**config.mk**
```make
export PLATFORM = sky130hd
export DESIGN_NAME = clock_setter
export DESIGN_NICKNAME = d
export VERILOG_FILES = /design/src/rtl/clock_setter_pkg.sv /design/src/rtl/clock_setter_btn_debounce.sv /design/src/rtl/clock_setter.sv
export SDC_FILE = /design/constraint.sdc
export NUM_CORES = 1
export LEC_CHECK = 0
export CAP_MARGIN = 10
export CORE_MARGIN = 3
export CORE_UTILIZATION = 58
export CTS_CLUSTER_SIZE = 28
export DETAILED_ROUTE_END_ITERATION = 10
export PLACE_DENSITY = 0.79
export SETUP_SLACK_MARGIN = 0.02
export SLEW_MARGIN = 15
export SYNTH_ARGS = -nofsm -noshare
export SYNTH_HDL_FRONTEND = slang
export SYNTH_SLANG_ARGS = --single-unit
```
**constraint.sdc**
```tcl
create_clock -name clk -period 2.1 [get_ports clk]
set_clock_uncertainty 0.15 [all_clocks]
set_input_delay 0.525 -clock clk [delete_from_list [all_inputs] [get_ports clk]]
set_output_delay 0.525 -clock clk [all_outputs]
set_load 0.05 [all_outputs]
```
**src/rtl/clock_setter_pkg.sv**
```systemverilog
// Shared types, BCD limits and increment helpers for the clock setter.
package clock_setter_pkg;

  typedef enum logic [1:0] {
    IDLE,
    EDIT_HOUR,
    EDIT_MIN,
    COMMIT
  } state_t;

  localparam logic [1:0] HOUR_TENS_MAX        = 2'd2;
  localparam logic [3:0] HOUR_UNITS_MAX_AT_20 = 4'd3;
  localparam logic [3:0] MIN_TENS_MAX         = 4'd5;
  localparam logic [3:0] BCD_MAX              = 4'd9;

  // HH:MM in BCD, laid out to match the output port order
  typedef struct packed {
    logic [1:0] h1;
    logic [3:0] h0;
    logic [3:0] m1;
    logic [3:0] m0;
  } hhmm_t;

  // Hours count 00..23; minutes are left untouched
  function automatic hhmm_t inc_hour(input hhmm_t v);
    hhmm_t r;
    r = v;
    if (v.h1 == HOUR_TENS_MAX && v.h0 == HOUR_UNITS_MAX_AT_20) begin
      r.h1 = '0;
      r.h0 = '0;
    end else if (v.h0 == BCD_MAX) begin
      r.h0 = '0;
      r.h1 = v.h1 + 2'd1;
    end else begin
      r.h0 = v.h0 + 4'd1;
    end
    return r;
  endfunction

  // Minutes count 00..59 and wrap without carrying into hours
  function automatic hhmm_t inc_min(input hhmm_t v);
    hhmm_t r;
    r = v;
    if (v.m0 == BCD_MAX) begin
      r.m0 = '0;
      r.m1 = (v.m1 == MIN_TENS_MAX) ? 4'd0 : v.m1 + 4'd1;
    end else begin
      r.m0 = v.m0 + 4'd1;
    end
    return r;
  endfunction

endpackage

```
**src/rtl/clock_setter_btn_debounce.sv**
```systemverilog
// Per-button synchronizer + debouncer; emits a one-cycle pulse on accepted press.
module btn_debounce #(
  parameter int unsigned DEBOUNCE_CYCLES = 4
) (
  input  logic clk,
  input  logic reset,
  input  logic raw,
  output logic press
);

  localparam int unsigned CW = (DEBOUNCE_CYCLES < 1) ? 1 : $clog2(DEBOUNCE_CYCLES + 1);
  localparam logic [CW-1:0] CNT_MAX = CW'(DEBOUNCE_CYCLES);

  logic          sync1;
  logic          sync2;
  logic          level;
  logic [CW-1:0] cnt;

  // Synchronize, then flip the debounced level once the new value has persisted
  always_ff @(posedge clk) begin
    if (reset) begin
      sync1 <= 1'b0;
      sync2 <= 1'b0;
      level <= 1'b0;
      cnt   <= '0;
      press <= 1'b0;
    end else begin
      sync1 <= raw;
      sync2 <= sync1;
      press <= 1'b0;
      if (sync2 == level) begin
        cnt <= '0;
      end else if (cnt == CNT_MAX) begin
        level <= sync2;
        cnt   <= '0;
        press <= sync2;
      end else begin
        cnt <= cnt + CW'(1);
      end
    end
  end

endmodule

```
**src/rtl/clock_setter.sv**
```systemverilog
// Button front end for the BCD alarm clock: edits HH:MM and issues load strobes.
module clock_setter
  import clock_setter_pkg::*;
#(
  parameter int unsigned DEBOUNCE_CYCLES = 4
) (
  input  logic       clk,
  input  logic       reset,
  input  logic       btn_set_time,
  input  logic       btn_set_alarm,
  input  logic       btn_next,
  input  logic       btn_inc,
  output logic [1:0] Hour_in1,
  output logic [3:0] Hour_in0,
  output logic [3:0] Minute_in1,
  output logic [3:0] Minute_in0,
  output logic       Load_time,
  output logic       Load_alarm,
  output logic       Al_On,
  output logic       Stop_alarm,
  output logic       editing
);

  logic p_set_time;
  logic p_set_alarm;
  logic p_next;
  logic p_inc;

  btn_debounce #(.DEBOUNCE_CYCLES(DEBOUNCE_CYCLES)) u_db_set_time (
    .clk(clk), .reset(reset), .raw(btn_set_time), .press(p_set_time)
  );
  btn_debounce #(.DEBOUNCE_CYCLES(DEBOUNCE_CYCLES)) u_db_set_alarm (
    .clk(clk), .reset(reset), .raw(btn_set_alarm), .press(p_set_alarm)
  );
  btn_debounce #(.DEBOUNCE_CYCLES(DEBOUNCE_CYCLES)) u_db_next (
    .clk(clk), .reset(reset), .raw(btn_next), .press(p_next)
  );
  btn_debounce #(.DEBOUNCE_CYCLES(DEBOUNCE_CYCLES)) u_db_inc (
    .clk(clk), .reset(reset), .raw(btn_inc), .press(p_inc)
  );

  state_t state;
  logic   target;
  hhmm_t  edit;
  hhmm_t  time_sh;
  hhmm_t  alarm_sh;

  assign Hour_in1   = edit.h1;
  assign Hour_in0   = edit.h0;
  assign Minute_in1 = edit.m1;
  assign Minute_in0 = edit.m0;

  // Edit FSM; strobes are registered so they coincide with the COMMIT state
  always_ff @(posedge clk) begin
    if (reset) begin
      state      <= IDLE;
      target     <= 1'b0;
      edit       <= '0;
      time_sh    <= '0;
      alarm_sh   <= '0;
      Load_time  <= 1'b0;
      Load_alarm <= 1'b0;
      Al_On      <= 1'b0;
      Stop_alarm <= 1'b0;
      editing    <= 1'b0;
    end else begin
      Load_time  <= 1'b0;
      Load_alarm <= 1'b0;
      Stop_alarm <= 1'b0;
      case (state)
        IDLE: begin
          if (p_set_time) begin
            edit    <= time_sh;
            target  <= 1'b0;
            state   <= EDIT_HOUR;
            editing <= 1'b1;
          end else if (p_set_alarm) begin
            edit    <= alarm_sh;
            target  <= 1'b1;
            state   <= EDIT_HOUR;
            editing <= 1'b1;
          end else if (p_next) begin
            Al_On <= ~Al_On;
          end else if (p_inc) begin
            Stop_alarm <= 1'b1;
          end
        end
        EDIT_HOUR: begin
          if (p_next) begin
            state <= EDIT_MIN;
          end else if (p_inc) begin
            edit <= inc_hour(edit);
          end
        end
        EDIT_MIN: begin
          if (p_next) begin
            state      <= COMMIT;
            editing    <= 1'b0;
            Load_time  <= ~target;
            Load_alarm <= target;
          end else if (p_inc) begin
            edit <= inc_min(edit);
          end
        end
        COMMIT: begin
          if (target) begin
            alarm_sh <= edit;
          end else begin
            time_sh <= edit;
          end
          state <= IDLE;
        end
        default: begin
          state   <= IDLE;
          editing <= 1'b0;
        end
      endcase
    end
  end

endmodule

```
# Word-level counts from Yosys, hierarchy flattened
# Cells that the tools add are included.
# totals
reg_bits	78
inputBits	6
output_inout_bits	19
# classes
n_addsub	8
n_eq_ne	25
mux	24
n_bitwise	16
reduce_logical	29
# op_table
cell	count
14-bit two-way mux	4
14-bit one-hot mux with 3 select lines	1
3-bit OR reduction	9
4-bit two-way mux	4
8-bit two-way mux	2
1-bit inverter	16
2-bit AND reduction	7
3-bit by 1-bit adder with 3-bit output (second input constant)	4
4-bit by 1-bit adder with 4-bit output (second input constant)	3
3-bit == test (second input constant)	4
6-bit AND reduction	2
2-bit two-way mux	5
5-bit AND reduction	2
4-bit == test (second input constant)	2
2-bit by 1-bit != test with 1-bit output (second input constant)	4
2-bit one-hot mux with 4 select lines	1
2-bit == test (second input constant)	3
6-bit two-way mux	1
2-bit != test (second input constant)	3
3-bit AND reduction	2
2-bit nonzero test	3
1-bit two-way mux	5
5-bit OR reduction	1
1-bit == test	4
10 further kinds	10

# Depth between registers and ports, before layout
# Gate-level depths: netlist (run 1).
# logic_depth
word_depth	6
ltp_mapped	8

# Modules after synthesis
# Synthesis (run 1) repeated with hierarchy kept, for this count alone.
# hier_totals
cells_unflattened	399
area_unflattened_um2	3603.5
# modules_own_cells
mod	instances	cells_each	area_each_um2	seq_area_each_um2
clock_setter	1	299	2492.4	1001.0
btn_debounce	4	25	277.8	140.1

# Worst setup path after synthesis (run 1)
# Ideal clock, no wire load.
# synth_path
path_kind	register to register
start	reg edit (netlist bit Minute_in0[1])
end	reg edit (netlist bit Minute_in0[3])
setup_time_ps	69
arrival_ps	1866
required_ps	1881
path_slack_ps	15
path_stages_with_launch	7
n_path_buf	0
synth_period_minus_slack_ps	2085
cell_sequence	dfxtp_1 inv_1 ha_1 and3b_1 or3b_1 a211o_1 o21ai_1
# synth_between
elab_chain_cells	5
# synth_lines
item	line	source
from (decl)	clock_setter.sv:44	hhmm_t edit;
from (signal assigned)	clock_setter.sv:73	edit <= time_sh;
from (signal assigned)	clock_setter.sv:78	edit <= alarm_sh;
from (signal assigned)	clock_setter.sv:92	edit <= inc_hour(edit);
4-bit by 1-bit adder with 4-bit output or 4-bit == test (tied branches)	clock_setter_pkg.sv:48, clock_setter_pkg.sv:44	
4-bit two-way mux *	clock_setter_pkg.sv:44	if (v.m0 == BCD_MAX) begin
8-bit two-way mux *	clock_setter.sv:101	end else if (p_inc) begin
8-bit two-way mux *	clock_setter.sv:96	if (p_next) begin
14-bit one-hot mux with 3 select lines *	clock_setter.sv:70	case (state)
# Every way passes the cells marked *; elsewhere a longest branch is shown, timed or not. The select of a mux whose other input is x is not followed.
# A chain may end at the register's enable or synchronous reset.

# Worst setup path after layout (run 1)
# layout_path
start	reg state[1]
end	reg edit (netlist bit Hour_in1[1])
# layout_between
elab_chain_cells	3
# layout_lines
item	line	source
from (decl)	clock_setter.sv:42	state_t state;
from (signal assigned)	clock_setter.sv:56	state <= IDLE;
from (signal assigned)	clock_setter.sv:75	state <= EDIT_HOUR;
from (signal assigned)	clock_setter.sv:80	state <= EDIT_HOUR;
2-bit by 1-bit == test with 1-bit output, or another cell as far along	clock_setter.sv:70	
3-bit != test (no source line), or another cell as far along	-	
6-bit AND reduction (no source line)	-	
# Parallel ways exist; a longest one is shown, timed or not.

==> results.sh, run 1 <==
export IMPL_synth_area_leaders="dfxtp_1 44%, nand2_1 7.7%, ha_1 7.1%"
export IMPL_cp_max_fo=7
export IMPL_whs_path_depth=1
export IMPL_holdBufCountCts=0
export IMPL_route_detailed_drc=0
export IMPL_grt_pass1_vias=2673
export IMPL_crit_path_start_kind="flop"
export IMPL_max_cap_viol_count=0
export IMPL_cts_root_buf="clkbuf_8"
export IMPL_rr_startpoint="state[1]$_SDFFE_PP0P_"
export IMPL_drive_gt1_share_pct=13.6
export IMPL_cts_sinks=78
export IMPL_synth_compound_area_share_pct=15.1
export IMPL_grtUsageMet1_pct=28.8
export IMPL_layout_commonest_cell="dfxtp_1"
export IMPL_gp_congestion=0.847
export IMPL_nFillCells=446
export IMPL_dp_hpwl_mm=5.10
export IMPL_cp_end_kind="flop"
export IMPL_wl_per_cell_um=14.7
export IMPL_syn_instance_count=400
export IMPL_slew_viol_final=0
export IMPL_use_met2_pct=34.1
export IMPL_h_tree_depth=3
export IMPL_portBuffers=24
export IMPL_setup_tns_ns=0
export IMPL_worst_r2r_setup_slack_ns=0.13
export IMPL_core_area_um2=5680
export IMPL_ys_ff_latch=78
export IMPL_syn_avg_cell_area_um2=8.79
export IMPL_powerDensity_nw_per_um2=789
export IMPL_crit_start="state[1]$_SDFFE_PP0P_"
export IMPL_grt_usage_pct=21.6
export IMPL_numCtsBuffers=9
export IMPL_hp_class="reg2reg"
export IMPL_synth_area_leader_cell="dfxtp_1"
export IMPL_leakage_nw=1.48
export IMPL_cp_required_ns=2.21
export IMPL_fmax_mhz=509
export IMPL_rsz0062_at_grt="no"
export IMPL_clk_latency_ns=0.35
export IMPL_die_height_um=83.8
export IMPL_clockBufferDepth=2
export IMPL_busiest_layer="met2"
export IMPL_drtIter0Drc=217
export IMPL_final_nets=457
export IMPL_syn2layout_area_growth_pct=16.3
export IMPL_worstMarginPinSlew_ns=0.581
export IMPL_endpoint="Hour_in1[1]$_SDFFE_PP0P_"
export IMPL_finalSetupViolations=0
export IMPL_ant_nets=0
export IMPL_netlist_area_um2=3510
export IMPL_layout_common_cells="77 x dfxtp_1, 71 x nand2_1, 41 x a21oi_1"
export IMPL_seq_area_um2=1560
export IMPL_synth_top_area_share_pct=44.4
export IMPL_routed_via_density=5.70
export IMPL_seq_area_frac_synth_pct=44.4
export IMPL_relSlewSlack_pct=61.2
export IMPL_period_share_pct=93.6
export IMPL_synth_main_ff_cell="dfxtp_1"
export IMPL_gr_usage_met3_pct=5.23
export IMPL_wl_mm=7.46
export IMPL_fin_crit_ns=1.97
export IMPL_antennaDiodeCount=0
export IMPL_synth_edff_count=0
export IMPL_worstSetupPathType="reg2reg"
export IMPL_initial_core_util_pct=61.9
export IMPL_clk_pin_slew_ns=0.07
export IMPL_ys_types=47
export IMPL_worstPathArrival_ns=2.07
export IMPL_r2r_cells=6
export IMPL_synth_top_family_by_area="simple AND/OR/NAND/NOR gates"
export IMPL_die_area_um2=7030
export IMPL_synth_xor_area_share_pct=1.25
export IMPL_multiInputGateArea_um2=1820
export IMPL_muxShareOfSynthArea_pct=5.73
export IMPL_row_count=27
export IMPL_vias=2888
export IMPL_status="complete, no violations"
export IMPL_grt_pass1_wl_mm=12.4
export IMPL_yosys_area_share_adder_pct=7.12
export IMPL_grt_max_degree=26
export IMPL_hold_viol=0
export IMPL_io_pins=25
export IMPL_ir_drop_mv=0.733
export IMPL_antenna_found_initial=0
export IMPL_cts_setup_buffers=0
export IMPL_detail_route_first_pass_iterations=4
export IMPL_ys_warn_count=0
export IMPL_syn_nets=426
export IMPL_synthArstFlopShare_pct=0
export IMPL_cts_tree="done"
export IMPL_timing_rr_end="Hour_in1[1]$_SDFFE_PP0P_"
export IMPL_die_x_um=83.8
export IMPL_p_total_mw=3.23
export IMPL_yosys_area_share_simple_pct=22.0
export IMPL_grt_overflow=0
## synthesized netlist by cell type (4+ instances only)
cell type / number
o21ai_0: 5
xnor2_1: 4
nand2b_1: 4
clkbuf_1: 13
inv_1: 19
nand2_1: 72
nor3_1: 11
nor2b_1: 12
a21oi_1: 41
and3_1: 8
mux2i_1: 19
ha_1: 20
a211oi_1: 8
nor2_1: 21
o32ai_1: 5
nor4b_1: 5
nand3_1: 7
dfxtp_1: 78
## metal layers
| metal | up-vias | routed length [um] |
|---|---|---|
| li1 | 1451 | - |
| met1 | 1344 | 3420 |
| met2 | 78 | 3420 |
| met3 | 15 | 430 |
| met4 | 0 | 194 |
| met5 | - | 0 |
## state kept, by name, summed over array words and instances, names as in the netlist, 2 cells and up
register	cells
Minute_in0	4
Minute_in1	4
alarm_sh	14
Hour_in1	2
u_db_set_alarm.cnt	3
Hour_in0	4
u_db_next.cnt	3
u_db_set_time.cnt	3
time_sh	14
u_db_inc.cnt	3
state	2
## worst max-delay path: stages (launching register included)
cell and delay [ns]:
dfxtp_1 0.39, inv_1 0.10, ha_2 0.23, nand2b_2 0.24
a211o_1 0.34, a21o_1 0.19, a211oi_1 0.23
## report_power, final
group	internal, mW	total [mW]	switching (mW)
registers	1.53	1.60	0.0695
logic	0.255	0.658	0.403
clock network	0.456	0.966	0.510
total	2.24	3.23	0.982
## timing repair
item,in CTS,in global routing
endpoints found under the hold margin,0,0
setup endpoints to repair,0,10
resized for setup,0,6
## through the flow
step / hold WS (ns) / instances / worst slack, ns / util, % / cell area, um^2
floorplan: 0.264 / 400 / 0.117 / - / 3520
global placement: 0.273 / 492 / 0.189 / 68.7 / 3900
detailed placement: 0.272 / 492 / 0.0952 / 68.7 / 3900
CTS: 0.290 / 507 / 0.0759 / 71.6 / 4070
global route: 0.308 / 507 / 0.0275 / 72.0 / 4090
finish: 0.290 / 507 / 0.135 / 72.0 / 4090
## kinds of logic (layout without fill, tap and decap cells)
group | count (synthesis) | count (layout)
AND/OR/NAND/NOR | 157 | 157
AO/OA/AOI/OAI | 82 | 82
flip-flops | 78 | 78
buffers and inverters | 38 | 73
adder cells (fa/ha/maj) | 20 | 20
multiplexers | 20 | 20
XOR/XNOR | 5 | 5
## layout make-up
type | count | area share (%)
tap | 72 | 2.20
multi-input combinational | 284 | 44.6
inverter | 19 | 1.74
clock inverter | 3 | 0.520
sequential | 78 | 38.2
timing repair buffer | 39 | 9.18
clock buffer | 12 | 3.55
## how the worst min path moves through the flow
stage | endpoint | from | slack (ns)
floorplan | u_db_inc.sync2$_SDFF_PP0_ | u_db_inc.sync1$_SDFF_PP0_ | 0.26
global placement | u_db_set_alarm.sync2$_SDFF_PP0_ | u_db_set_alarm.sync1$_SDFF_PP0_ | 0.27
detailed placement | u_db_set_alarm.sync2$_SDFF_PP0_ | u_db_set_alarm.sync1$_SDFF_PP0_ | 0.27
CTS | u_db_set_alarm.sync2$_SDFF_PP0_ | u_db_set_alarm.sync1$_SDFF_PP0_ | 0.29
global route | u_db_set_alarm.sync2$_SDFF_PP0_ | u_db_set_alarm.sync1$_SDFF_PP0_ | 0.31
finish | u_db_set_alarm.sync2$_SDFF_PP0_ | u_db_set_alarm.sync1$_SDFF_PP0_ | 0.29
No activity file was read; power rests on OpenSTA's default activity.
==> run 2: changes to the inputs <==
CTS_CLUSTER_DIAMETER = 60   (was unset)
SLEW_MARGIN = 5   (was 15)
==> results of run 2 <==
Same layout as run 1: the final DEF is identical, and so are final timing and power.
==> run 3: changes to the inputs <==
CORE_UTILIZATION = 34   (was 58)
PLACE_DENSITY = unset   (was 0.79)
clock period = 1.72 ns   (was 2.1 ns; I/O delays follow)
==> results.sh, run 3 (same netlist as run 1, synthesis figures left out) <==
export IMPL_grt_overflow=0
export IMPL_grt_pass1_vias=2917
export IMPL_powerDensity_nw_per_um2=937
export IMPL_portBuffers=24
export IMPL_fin_crit_ns=1.77
export IMPL_wl_per_cell_um=13.9
export IMPL_path_buf_inv=1
export IMPL_max_cap_viol_count=0
export IMPL_hold_start="reset"
export IMPL_nFillCells=921
export IMPL_finalInstanceArea_um2=4830
export IMPL_rr_startpoint="state[0]$_SDFFE_PP0P_"
export IMPL_path_delay_family="compound AO/OA/AOI/OAI gates"
export IMPL_failed_checks="negative setup slack"
export IMPL_fin_cells=601
export IMPL_die_area_um2=11600
export IMPL_grt_usage_pct=15.2
export IMPL_seq_area_um2=1600
export IMPL_met3_length_um=328
export IMPL_multiInputGateArea_um2=1980
export IMPL_clk_latency_ns=0.35
export IMPL_antenna_found_initial=0
export IMPL_relSlewSlack_pct=76.9
export IMPL_wl_mm=8.36
export IMPL_final_nets=489
export IMPL_whs_ns=0.297
export IMPL_layout_common_cells="69 x nand2_1, 64 x dfxtp_1, 41 x a21oi_1, 41 x buf_4, 21 x buf_12"
export IMPL_cts_sinks=78
export IMPL_timing_final_ws_setup_ns=-0.0501
export IMPL_numCtsBuffers=9
export IMPL_rsz0062_at_grt="yes"
export IMPL_sequentialPowerShare_pct=43.5
export IMPL_clockBufferDepth=2
export IMPL_worst_r2r_setup_slack_ns=-0.05
export IMPL_timing_rr_end="Hour_in1[0]$_SDFFE_PP0P_"
export IMPL_detail_route_first_pass_iterations=4
export IMPL_route_detailed_drc=0
export IMPL_drt_met1_wl_mm=3.81
export IMPL_cts_tree="done"
export IMPL_gp_congestion=0.807
export IMPL_clockPowerShare_pct=29.5
export IMPL_slew_viol_final=0
export IMPL_dp_hpwl_mm=5.82
export IMPL_crit_chain="buf_6 -> ha_4 -> nand2b_4 -> a211o_4 -> a21o_1 -> a211oi_2"
export IMPL_p_total_mw=4.53
export IMPL_holdBufCountCts=0
export IMPL_layout_commonest_cell="nand2_1"
export IMPL_hold_viol=0
export IMPL_fmax_mhz=565
export IMPL_worstHoldEndpoint="u_db_set_time.level$_SDFFE_PP0P_"
export IMPL_grt_max_degree=23
export IMPL_drive_gt1_share_pct=27.4
export IMPL_drtIter0Drc=154
export IMPL_vias=2992
export IMPL_status="complete, but fails checks"
export IMPL_routed_via_density=4.98
export IMPL_die_x_um=108
export IMPL_crit_path_start_kind="flop"
export IMPL_row_count=36
export IMPL_r2r_cells=6
export IMPL_finalSetupViolations=4
export IMPL_dr_wl_met2_mm=4.09
export IMPL_grt_pass1_wl_mm=14.1
export IMPL_leakage_nw=1.75
export IMPL_antennaDiodeCount=0
export IMPL_slowest_stage="dfxtp_4"
export IMPL_dr_max_layer_used="met4"
export IMPL_die_height_um=108
export IMPL_crit_path_max_incr_delay_ns=0.37
export IMPL_dpl_instance_area_um2=4410
export IMPL_final_util_pct=48.8
export IMPL_ant_nets=0
export IMPL_io_pins=25
export IMPL_clk_pin_slew_ns=0.08
export IMPL_p_sw_share_pct=30.4
export IMPL_worstPathArrival_ns=1.89
export IMPL_core_area_um2=9910
export IMPL_period_share_pct=103
export IMPL_cts_root_buf="clkbuf_8"
export IMPL_cp_end_kind="flop"
export IMPL_hp_class="in2reg"
export IMPL_h_tree_depth=3
export IMPL_initial_core_util_pct=35.5
export IMPL_ir_drop_mv=0.512
export IMPL_worstSetupPathType="reg2reg"
export IMPL_combPwrFrac_pct=27.0
export IMPL_power_internal_mw=3.15
export IMPL_cp_max_fo=5
export IMPL_reg_top3="alarm_sh: 14 flops, time_sh: 14 flops"
export IMPL_syn2layout_area_growth_pct=37.5
export IMPL_power_switching_mw=1.38
export IMPL_worstMarginPinSlew_ns=0.346
export IMPL_whs_path_depth=2
export IMPL_cp_required_ns=1.84
export IMPL_dp_cells=575
## run 3: changes by cell type in the layout (fill, tap and decap cells not counted), moves of 6 or more
cell	change
buf_12	+15
dfxtp_1	-13
dfxtp_2	+6
dfxtp_4	+7
buf_4	+13
## run 3: cell type report
class | count | share of cell area [%]
Clock buffer | 13 | 3.52
Multi-Input combinational cell | 284 | 41.0
Timing Repair Buffer | 71 | 16.9
Clock inverter | 3 | 0.492
Inverter | 19 | 1.58
Tap cell | 133 | 3.44
Sequential cell | 78 | 33.0
## run 3: power by group through the flow
stage	logic [mW]	registers [mW]	clock network (mW)
6_report	1.22	1.97	1.34
5_1_grt	1.32	1.98	1.48
4_1_cts	1.12	1.97	1.39
3_5_place_dp	1.03	2.01	0
3_3_place_gp	1.02	2.01	0
2_1_floorplan	0.410	2.17	0
## run 3: per-stage QoR
stage               setup TNS (ns)  setup slack (ns)
global route                 -1.00            -0.124
floorplan                  -0.0304           -0.0105
CTS                         -0.183           -0.0347
global placement           -0.0450           -0.0207
detailed placement          -0.364           -0.0801
finish                      -0.121           -0.0501
## run 3: repair_timing
item,4_1_cts,5_1_grt
resized for setup,13,17
endpoints found under the hold margin,0,0
buffers inserted,5,5
cloned,0,0
pin swaps,15,16
endpoints found under the setup margin,17,17
## run 3: how the worst max path moves through the flow
stage | start | endpoint | slack, ns | depth (start not counted)
floorplan | state[0]$_SDFFE_PP0P_ | Minute_in0[2]$_SDFFE_PP0P_ | -0.01 | 7
global placement | state[1]$_SDFFE_PP0P_ | Hour_in1[1]$_SDFFE_PP0P_ | -0.02 | 6
detailed placement | state[1]$_SDFFE_PP0P_ | Hour_in1[1]$_SDFFE_PP0P_ | -0.08 | 6
CTS | state[1]$_SDFFE_PP0P_ | Minute_in0[0]$_SDFFE_PP0P_ | -0.03 | 8
global route | state[0]$_SDFFE_PP0P_ | Minute_in0[1]$_SDFFE_PP0P_ | -0.12 | 7
finish | state[0]$_SDFFE_PP0P_ | Hour_in1[0]$_SDFFE_PP0P_ | -0.05 | 6
## run 3: metal layers
layer	vias to the layer above	GRT usage, %
li1	1514	-
met1	1420	19.6
met2	44	24.8
met3	14	4.62
met4	0	3.88
met5	-	0
